[src/rtl/pool_pkg.sv]
// Shared types and width helpers for the streaming pooling unit.
// POOL_AVG_EN widens the accumulators for average mode; otherwise they stay BITS wide.
package pool_pkg;

  localparam logic POOL_MAX = 1'b0;
  localparam logic POOL_AVG = 1'b1;

  typedef enum logic {
    S_IDLE,
    S_RUN
  } pool_state_e;

  function automatic int pool_log2k(input int k);
    return (k == 4) ? 2 : 1;
  endfunction

  function automatic int pool_aw(input int bits, input int k);
`ifdef POOL_AVG_EN
    return bits + 2 * pool_log2k(k);
`else
    return bits;
`endif
  endfunction

endpackage

[src/rtl/pool_combine.sv]
// One channel of the window datapath: load, max/sum combine, and the emitted result.
// With POOL_AVG_EN undefined only the signed maximum exists and mode is ignored.
module pool_combine
  import pool_pkg::*;
#(
  parameter int BITS   = 16,
  parameter int POOL_K = 2,
  parameter int AW     = pool_aw(BITS, POOL_K)
) (
  input  logic            mode,
  input  logic            load,
  input  logic [AW-1:0]   acc_i,
  input  logic [BITS-1:0] pix_i,
  output logic [AW-1:0]   acc_o,
  output logic [BITS-1:0] res_o
);

  logic signed [AW-1:0] acc_s;
  logic signed [AW-1:0] pix_s;
  logic signed [AW-1:0] max_s;
  logic signed [AW-1:0] comb_s;

`ifdef POOL_AVG_EN
  localparam int SHIFT = 2 * pool_log2k(POOL_K);
  logic signed [AW-1:0] sum_s;
`else
  logic unused_mode;
  assign unused_mode = mode;
`endif

  always_comb begin
    acc_s  = $signed(acc_i);
    pix_s  = AW'($signed(pix_i));
    max_s  = (pix_s > acc_s) ? pix_s : acc_s;
    comb_s = max_s;
    res_o  = BITS'(max_s);
`ifdef POOL_AVG_EN
    sum_s  = acc_s + pix_s;
    if (mode == POOL_AVG) begin
      comb_s = sum_s;
      // Arithmetic shift floors toward -inf; K*K values of BITS always fit AW.
      res_o  = BITS'(sum_s >>> SHIFT);
    end
`endif
    acc_o = load ? pix_s : comb_s;
  end

endmodule

[src/rtl/pool_stream_unit.sv]
// Streaming K x K non-overlapping pooling over a raster feature map, valid/ready on both sides.
// Average mode is compiled in only when POOL_AVG_EN is defined.
module pool_stream_unit
  import pool_pkg::*;
#(
  parameter int BITS   = 16,
  parameter int CH     = 8,
  parameter int IMG_W  = 24,
  parameter int IMG_H  = 24,
  parameter int POOL_K = 2
) (
  input  logic               clk_in,
  input  logic               rst_n,
  input  logic               clear,
  input  logic               mode,
  input  logic               in_valid,
  output logic               in_ready,
  input  logic [CH*BITS-1:0] in_data,
  output logic               out_valid,
  input  logic               out_ready,
  output logic [CH*BITS-1:0] out_data,
  output logic               out_last
);

  localparam int AW = pool_aw(BITS, POOL_K);
  localparam int LK = pool_log2k(POOL_K);
  localparam int NG = IMG_W / POOL_K;
  localparam int CW = $clog2(IMG_W);
  localparam int RW = $clog2(IMG_H);
  localparam int GW = (CW > LK) ? CW - LK : 1;

  if (!(POOL_K == 2 || POOL_K == 4) || (IMG_W % POOL_K) != 0 || (IMG_H % POOL_K) != 0)
  begin : g_bad_cfg
    $error("pool_stream_unit: POOL_K must be 2 or 4 and divide IMG_W and IMG_H");
  end

  // Handshake: a beat moves on a side only in a cycle where its valid and ready are both high.
  pool_state_e         state_q, state_d;
  logic [CW-1:0]       col_q, col_d;
  logic [RW-1:0]       row_q, row_d;
  logic                out_valid_q, out_valid_d;
  logic [CH*BITS-1:0]  out_data_q, out_data_d;
  logic                out_last_q, out_last_d;

  logic                accept, load_win, emit_win, last_pix, lb_we, mode_eff;
  logic [LK-1:0]       r_idx, c_idx;
  logic [GW-1:0]       g_idx;
  logic [CH*AW-1:0]    lb_q [NG];
  logic [CH*AW-1:0]    lb_rd, lb_wr;
  logic [CH*BITS-1:0]  res_flat;

  assign r_idx = row_q[LK-1:0];
  assign c_idx = col_q[LK-1:0];
  assign g_idx = GW'(col_q >> LK);
  assign lb_rd = lb_q[g_idx];

`ifdef POOL_AVG_EN
  logic mode_q, mode_d;
  // The first pixel of a frame must already see the mode it latches.
  assign mode_eff = (state_q == S_IDLE) ? mode : mode_q;

  always_comb begin
    mode_d = mode_q;
    if (accept && state_q == S_IDLE) mode_d = mode;
  end

  always_ff @(posedge clk_in or negedge rst_n) begin
    if (!rst_n) mode_q <= POOL_MAX;
    else        mode_q <= mode_d;
  end
`else
  logic unused_mode;
  assign unused_mode = mode;
  assign mode_eff    = POOL_MAX;
`endif

  for (genvar ch = 0; ch < CH; ch++) begin : g_ch
    pool_combine #(
      .BITS   (BITS),
      .POOL_K (POOL_K),
      .AW     (AW)
    ) u_combine (
      .mode  (mode_eff),
      .load  (load_win),
      .acc_i (lb_rd[ch*AW +: AW]),
      .pix_i (in_data[ch*BITS +: BITS]),
      .acc_o (lb_wr[ch*AW +: AW]),
      .res_o (res_flat[ch*BITS +: BITS])
    );
  end

  always_comb begin
    in_ready    = !clear && (!out_valid_q || out_ready);
    accept      = in_valid && in_ready;
    load_win    = (r_idx == '0) && (c_idx == '0);
    emit_win    = (r_idx == LK'(POOL_K - 1)) && (c_idx == LK'(POOL_K - 1));
    last_pix    = (row_q == RW'(IMG_H - 1)) && (col_q == CW'(IMG_W - 1));
    lb_we       = accept && !emit_win;

    state_d     = state_q;
    col_d       = col_q;
    row_d       = row_q;
    out_valid_d = out_valid_q;
    out_data_d  = out_data_q;
    out_last_d  = out_last_q;

    if (out_valid_q && out_ready) out_valid_d = 1'b0;

    if (clear) begin
      state_d     = S_IDLE;
      col_d       = '0;
      row_d       = '0;
      out_valid_d = 1'b0;
      out_last_d  = 1'b0;
    end else if (accept) begin
      if (state_q == S_IDLE) state_d = S_RUN;
      if (emit_win) begin
        out_valid_d = 1'b1;
        out_data_d  = res_flat;
        out_last_d  = last_pix;
      end
      if (col_q == CW'(IMG_W - 1)) begin
        col_d = '0;
        row_d = last_pix ? '0 : row_q + RW'(1);
      end else begin
        col_d = col_q + CW'(1);
      end
      if (last_pix) state_d = S_IDLE;
    end
  end

  always_ff @(posedge clk_in or negedge rst_n) begin
    if (!rst_n) begin
      state_q     <= S_IDLE;
      col_q       <= '0;
      row_q       <= '0;
      out_valid_q <= 1'b0;
      out_data_q  <= '0;
      out_last_q  <= 1'b0;
    end else begin
      state_q     <= state_d;
      col_q       <= col_d;
      row_q       <= row_d;
      out_valid_q <= out_valid_d;
      out_data_q  <= out_data_d;
      out_last_q  <= out_last_d;
    end
  end

  // Line buffer entries are always loaded before use, so they carry no reset.
  always_ff @(posedge clk_in) begin
    if (lb_we) lb_q[g_idx] <= lb_wr;
  end

  assign out_valid = out_valid_q;
  assign out_data  = out_data_q;
  assign out_last  = out_last_q;

endmodule

[config.mk]
export PLATFORM = sky130hd
export DESIGN_NAME = pool_stream_unit
export DESIGN_NICKNAME = d
export VERILOG_FILES = /design/src/rtl/pool_pkg.sv /design/src/rtl/pool_combine.sv /design/src/rtl/pool_stream_unit.sv
export SDC_FILE = /design/constraint.sdc
export NUM_CORES = 2
export LEC_CHECK = 0
export CAP_MARGIN = 20
export CORE_ASPECT_RATIO = 1.2
export CORE_MARGIN = 2
export CORE_UTILIZATION = 37
export CTS_CLUSTER_SIZE = 16
export DETAILED_ROUTE_END_ITERATION = 8
export PLACE_DENSITY = 0.51
export SYNTH_ARGS = -nofsm -noshare
export SYNTH_HDL_FRONTEND = slang
export SYNTH_SLANG_ARGS = --single-unit
[constraint.sdc]
create_clock -name clk_in -period 14.5 [get_ports clk_in]
set_input_delay 2.9 -clock clk_in [delete_from_list [all_inputs] [get_ports clk_in]]
set_output_delay 2.9 -clock clk_in [all_outputs]
set_load 0.1 [all_outputs]
## Yosys cells after proc, flatten, opt, wreduce, memory -nomap -nowiden

Memory sizes are Yosys's and may differ from the RTL's.
Cells that the tools add are included.

| word-level totals | value |
|---|---|
| flip-flop bits (word level) | 140 |
| RAM bits | 1536 |
| input bits | 134 |
| output and inout bits | 131 |
| logic and storage cells | 70 |
| memories | 1 |

| operators by class | value |
|---|---|
| add/sub/neg operators | 2 |
| $lt $le $gt $ge | 8 |
| equality and inequality tests | 2 |
| multiplexer cells | 32 |
| bitwise operators | 3 |
| reductions and logical operators | 17 |

Memory list:

| name | words | width | read ports | clocked after Yosys merged registers in | wr ports | line | RTL |
|---|---|---|---|---|---|---|---|
| lb_q | 12 | 128 | 1 | 0 | 1 | pool_stream_unit.sv:48 | `logic [CH*AW-1:0] lb_q [NG];` |

Operators with widths:

| kind | count |
|---|---|
| 2-to-1 mux 16 bit | 16 |
| > comparator 16 bit | 8 |
| 2-to-1 mux 5 bit | 7 |
| adder 5 x 1 -> 5 bit, second input constant | 2 |
| == test 5 bit, second input constant | 2 |
| 2-to-1 mux 1 bit | 9 |
| logical AND 1 bit | 7 |
| nonzero test 2 bit | 3 |
| AND reduction 2 bit | 2 |
| logical NOT 1 bit | 3 |
| inverter 1 bit | 3 |
| AND reduction 3 bit | 1 |
| logical OR 1 bit | 1 |

## Depth between registers and ports, before layout

| logic depth | value |
|---|---|
| word-level depth | 7 |
| gate-level depth with buffers | 18 |
| depth with buffers taken out | 11 |

## Modules after synthesis

Synthesis repeated with hierarchy kept, for this count alone.

| second synthesis, totals | value |
|---|---|
| cells, all modules | 4002 |
| area total of the unflattened synthesis | 71945.3 µm² |

Modules (own cells, without submodules):

| module | times used | cells each | area each (µm²) | seq. area each (µm²) |
|---|---|---|---|---|
| pool_stream_unit | 1 | 3226 | 64177.8 | 49627.6 |
| pool_combine | 8 | 97 | 970.9 | 0.0 |

## Least setup slack after synthesis

Ideal clock, no wire load.

| path | value |
|---|---|
| kind | input-to-reg |
| from | input port clear |
| to | memory lb_q[0][0] in the netlist's numbering (enable) |
| library setup time | 0.772 ns |
| data arrival time | 12.635 ns |
| required time | 13.728 ns |
| path slack | 1.093 ns |
| stages on the path | 7 |
| path through | clkbuf_1 > inv_1 > and3_1 > clkbuf_1 > nand2_1 > or3_1 > nor3_1 |

| on the way | value |
|---|---|
| longest elaborated chain between the ends | 6 |

Ends and longest elaborated chain:

| item | line | RTL |
|---|---|---|
| from (decl) | pool_stream_unit.sv:14 | `input logic clear,` |
| logical NOT 1 bit | pool_stream_unit.sv:93 | `in_ready = !clear && (!out_valid_q \|\| out_ready);` |
| logical AND 1 bit | pool_stream_unit.sv:93 |  |
| logical AND 1 bit | pool_stream_unit.sv:94 | `accept = in_valid && in_ready;` |
| logical AND 1 bit | pool_stream_unit.sv:98 | `lb_we = accept && !emit_win;` |
| 2-to-1 mux 1 bit | pool_stream_unit.sv:152 | `if (lb_we) lb_q[g_idx] <= lb_wr;` |
| 2-to-1 mux 1 bit (not written as such) | pool_stream_unit.sv:152 |  |
| to (decl) | pool_stream_unit.sv:48 |  |

No other way between the ends.

## Worst setup path in the final report

| path | value |
|---|---|
| from | input port clear |
| to | output port in_ready |

| on the way | value |
|---|---|
| longest elaborated chain between the ends | 2 |

Ends and longest elaborated chain:

| item | line | RTL |
|---|---|---|
| logical NOT 1 bit | pool_stream_unit.sv:93 |  |
| logical AND 1 bit | pool_stream_unit.sv:93 |  |
| to (decl) | pool_stream_unit.sv:17 | `output logic in_ready,` |

No other way between the ends.

==> metrics <==
initial core utilization roughly 37%; Synth Area in XOR/XNOR less than 1%; sequential area share after synthesis ~70%; share of layout cells above drive strength 1 roughly 20%; grt ovf 0; first-pass GRT wire length approximately 270000 um; Clock transition at path regs about 60 ps; period utilisation layout 54.6%; I/O pin cnt between 200 and 300; combinational group share of total power between 10 and 15%; Post-Synth Simple-Gate Area 3.44%; IO buf count around 260; syn_nets between 4k and 5k; Worst Tran Pin Value 1140 ps; mux share of post-synthesis cell area around 16%; Setup Skew approximately 28 ps; Place WS 6580 ps; overall routing resource usage between 10% and 20%; CP max FO 10; TritonCTS Buffers 177; Worst Setup Slack, final approximately 6600 ps; dpl cell area around 76000 sq um; EDFF count, synth approximately 1.5k; adder-cell share of the synthesized area 2.31%; critical path class input pin to output port; clk sinks 1676; Die Width between 400 and 500 um; power share of the sequential group between 40% and 50%; P_int about 8.3 mW; # resized after CTS 0; hold buffer count at cts 0; drc violations 0; Synth Area in Compound Gates between 5 and 6%; Avg Synthesized Cell Area about 18 sq um; fin. max-slew vios 0; Req. time, crit path between 10000 and 15000 ps; P&R area growth vs syn 16.0%; drt pass-1 iters 5; Min-Delay Path Class flip-flop to flip-flop; max_cap viols 0; Power Total ~11 mW; DRT iter0 DRCs 2601; initial antenna violation count 24; post-route ant nets 0; Synth cell types 64; worst hold endpoint out_data[126]$_DFFE_PN0P_; Net Sw Power approximately 2.6 mW; Synth Cell Area just over 70000 sq um; Die Y around 480 um; WHS Path Cells 2; Via density between 5 and 6; Period minus WS final approximately 7900 ps; hold_sp out_data[126]$_DFFE_PN0P_; Reg2Reg Depth 13; Rows 175; async set-reset flop share out of synthesis 8.35%; final hold viol count 0; Inst Count DP approximately 6.5k; vias in the first global route 39.4k; Die ar. around 190000 sq um; Post-CTS Repair Setup Buffers 0; CP arrival roughly 5000 ps; max_slew headroom between 20% and 30%; Net count, final around 4.5k; CTS tree done; LEAKAGE 26.6 nW; Worst setup EP type output port; Peak VDD IR about 0.00011 V; Finished Layout Cells just under 7k; R2R Setup Slk 7130 ps; Post-synth top flop edfxtp_1; vias post-DR ~37k; clock power share around two fifths; combinational family with the most area after synthesis multiplexers; Ys Warns 0; Max Buffers Root-to-Sink 3; outcome finished clean; Peak Freq 0.126 GHz; switch share 24.2%; core area ~190000 sq um; reg2reg start col_q[1]$_DFFE_PN0P_; Yosys reg bits about 1.7k; synthesized instance count between 3k and 4k; htree depth 4; Root Driver clkbuf_16; endpoints failing setup 0; Fin Hold WS about 530 ps; DRT Wirelength approximately 180000 um; Final HPWL DP between 90000 and 100000 um; fin util 43.2%; largest net degree at the start of global routing between 150 and 200; PD cells approximately 130 nW/um^2; worst skew pair latency roughly 830 ps; GP Congestion 0.752; Final Cell Area 81800 sq um; setup TNS 0 ps; CP Launch Type input pin; RR Endpoint lb_q[6][38]$_DFFE_PP_; DR WL/cell about 26 um; unrepaired setup endpoints after global routing false
## registers in the layout (all words and copies together) (netlist names)
name       cells
col_q          5
lb_q        1536
out_data     128
out_last       1
out_valid      1
row_q          5
## worst max path at each step
stage | startpoint | to | slack (ps)
2_1_floorplan | clear | lb_q[0][0]$_DFFE_PP_ | 1090
3_3_place_gp | clear | in_ready | 6560
3_5_place_dp | clear | in_ready | 6580
4_1_cts | clear | in_ready | 6560
5_1_grt | clear | in_ready | 6500
6_report | clear | in_ready | 6580
## cell usage in the layout, fill, tap and decap left out, types with 40 or more instances in the layout
cell             count
ha_1               130
o21ai_0            129
edfxtp_1          1536
inv_1              135
mux2_2              43
nor2_1             182
o31ai_1             49
mux4_2             384
clkbuf_1            49
a21o_1              49
clkbuf_16          178
mux2i_1            177
dfrtp_1            136
nand2_1            163
a21oi_1            126
a31oi_1             64
o31a_1              47
mux2_4              40
clkdlybuf4s50_1    257
nand3_1             67
buf_4               77
## metal layers
| metal | global-route usage, % | up-vias | share of wire [%] | routed length, um |
|---|---|---|---|---|
| met5 | 0 | - | 0.083 | 149 |
| met4 | 4.58 | 24 | 2.0 | 3600 |
| met3 | 4.30 | 249 | 6.4 | 11500 |
| met2 | 28.9 | 949 | 46 | 82400 |
| met1 | 26.7 | 19805 | 46 | 82700 |
| li1 | - | 16423 | - | - |
## power groups by stage
stage | logic, mW | clock network (mW) | registers, mW
after global placement | 1.11 | 0 | 5.54
after floorplan | 0.668 | 0 | 5.65
after detailed placement | 1.13 | 0 | 5.54
after CTS | 1.13 | 4.47 | 5.44
after global routing | 1.22 | 4.65 | 5.44
final | 1.11 | 4.35 | 5.44
## worst max-delay path, stage by stage
cell and delay [ps]:
clkdlybuf4s50_1 600, inv_1 210, and2_1 150, clkdlybuf4s50_1 1150
## layout make-up
type	instances	area, sq um
well taps	2478	3100
clock inverters	90	768
repair buffers	355	3510
multi-input cells	1872	19500
fillers	16590	108000
flip-flops and latches	1676	49600
diodes	3	7.51
clock buffers	237	4780
inverters	135	507
## cells by family (layout without fill, tap and decap cells)
group	Yosys count	after routing
AOI/OAI and AO/OA	565	565
xor gates and xnor gates	2	2
adders and majority gates	130	130
buffers and inverters	371	817
DFF	1676	1676
muxes	644	644
other	0	3
and+or+nand+nor	531	531
## synth_stat cells, types with 3 or more instances
| cell type | count | area share, % |
|---|---|---|
| edfxtp_1 | 1536 | 65 |
| mux4_2 | 384 | 12 |
| nor2_1 | 192 | 1.0 |
| mux2i_1 | 177 | 2.5 |
| nand2_1 | 163 | 0.87 |
| clkbuf_1 | 142 | 0.76 |
| dfrtp_1 | 140 | 5.0 |
| inv_1 | 135 | 0.72 |
| ha_1 | 130 | 2.3 |
| o21ai_0 | 129 | 0.92 |
| a21oi_1 | 126 | 0.89 |
| nand3_1 | 68 | 0.48 |
| a31oi_1 | 64 | 0.57 |
| a21o_1 | 49 | 0.52 |
| o31ai_1 | 49 | 0.52 |
| o31a_1 | 47 | 0.58 |
| buf_2 | 44 | 0.31 |
| mux2_2 | 43 | 0.69 |
| mux2_4 | 40 | 0.85 |
| buf_4 | 26 | 0.28 |
| nor2b_1 | 24 | 0.21 |
| o211ai_1 | 23 | 0.24 |
| buf_1 | 18 | 0.096 |
| a221o_1 | 16 | 0.23 |
| a311oi_1 | 15 | 0.19 |
| nand4_1 | 15 | 0.13 |
| nor3_1 | 14 | 0.099 |
| and4_1 | 13 | 0.16 |
| and3_1 | 9 | 0.080 |
| o311ai_0 | 8 | 0.099 |
| nand2b_1 | 7 | 0.062 |
| a21boi_0 | 5 | 0.053 |
| and2_1 | 5 | 0.044 |
| buf_6 | 5 | 0.080 |
| nor4_1 | 5 | 0.044 |
| o21a_1 | 5 | 0.053 |
| or3_1 | 5 | 0.044 |
| a21boi_1 | 4 | 0.043 |
| a31o_1 | 3 | 0.037 |
| or4_1 | 3 | 0.032 |
Power figures use the tool's default switching activity.
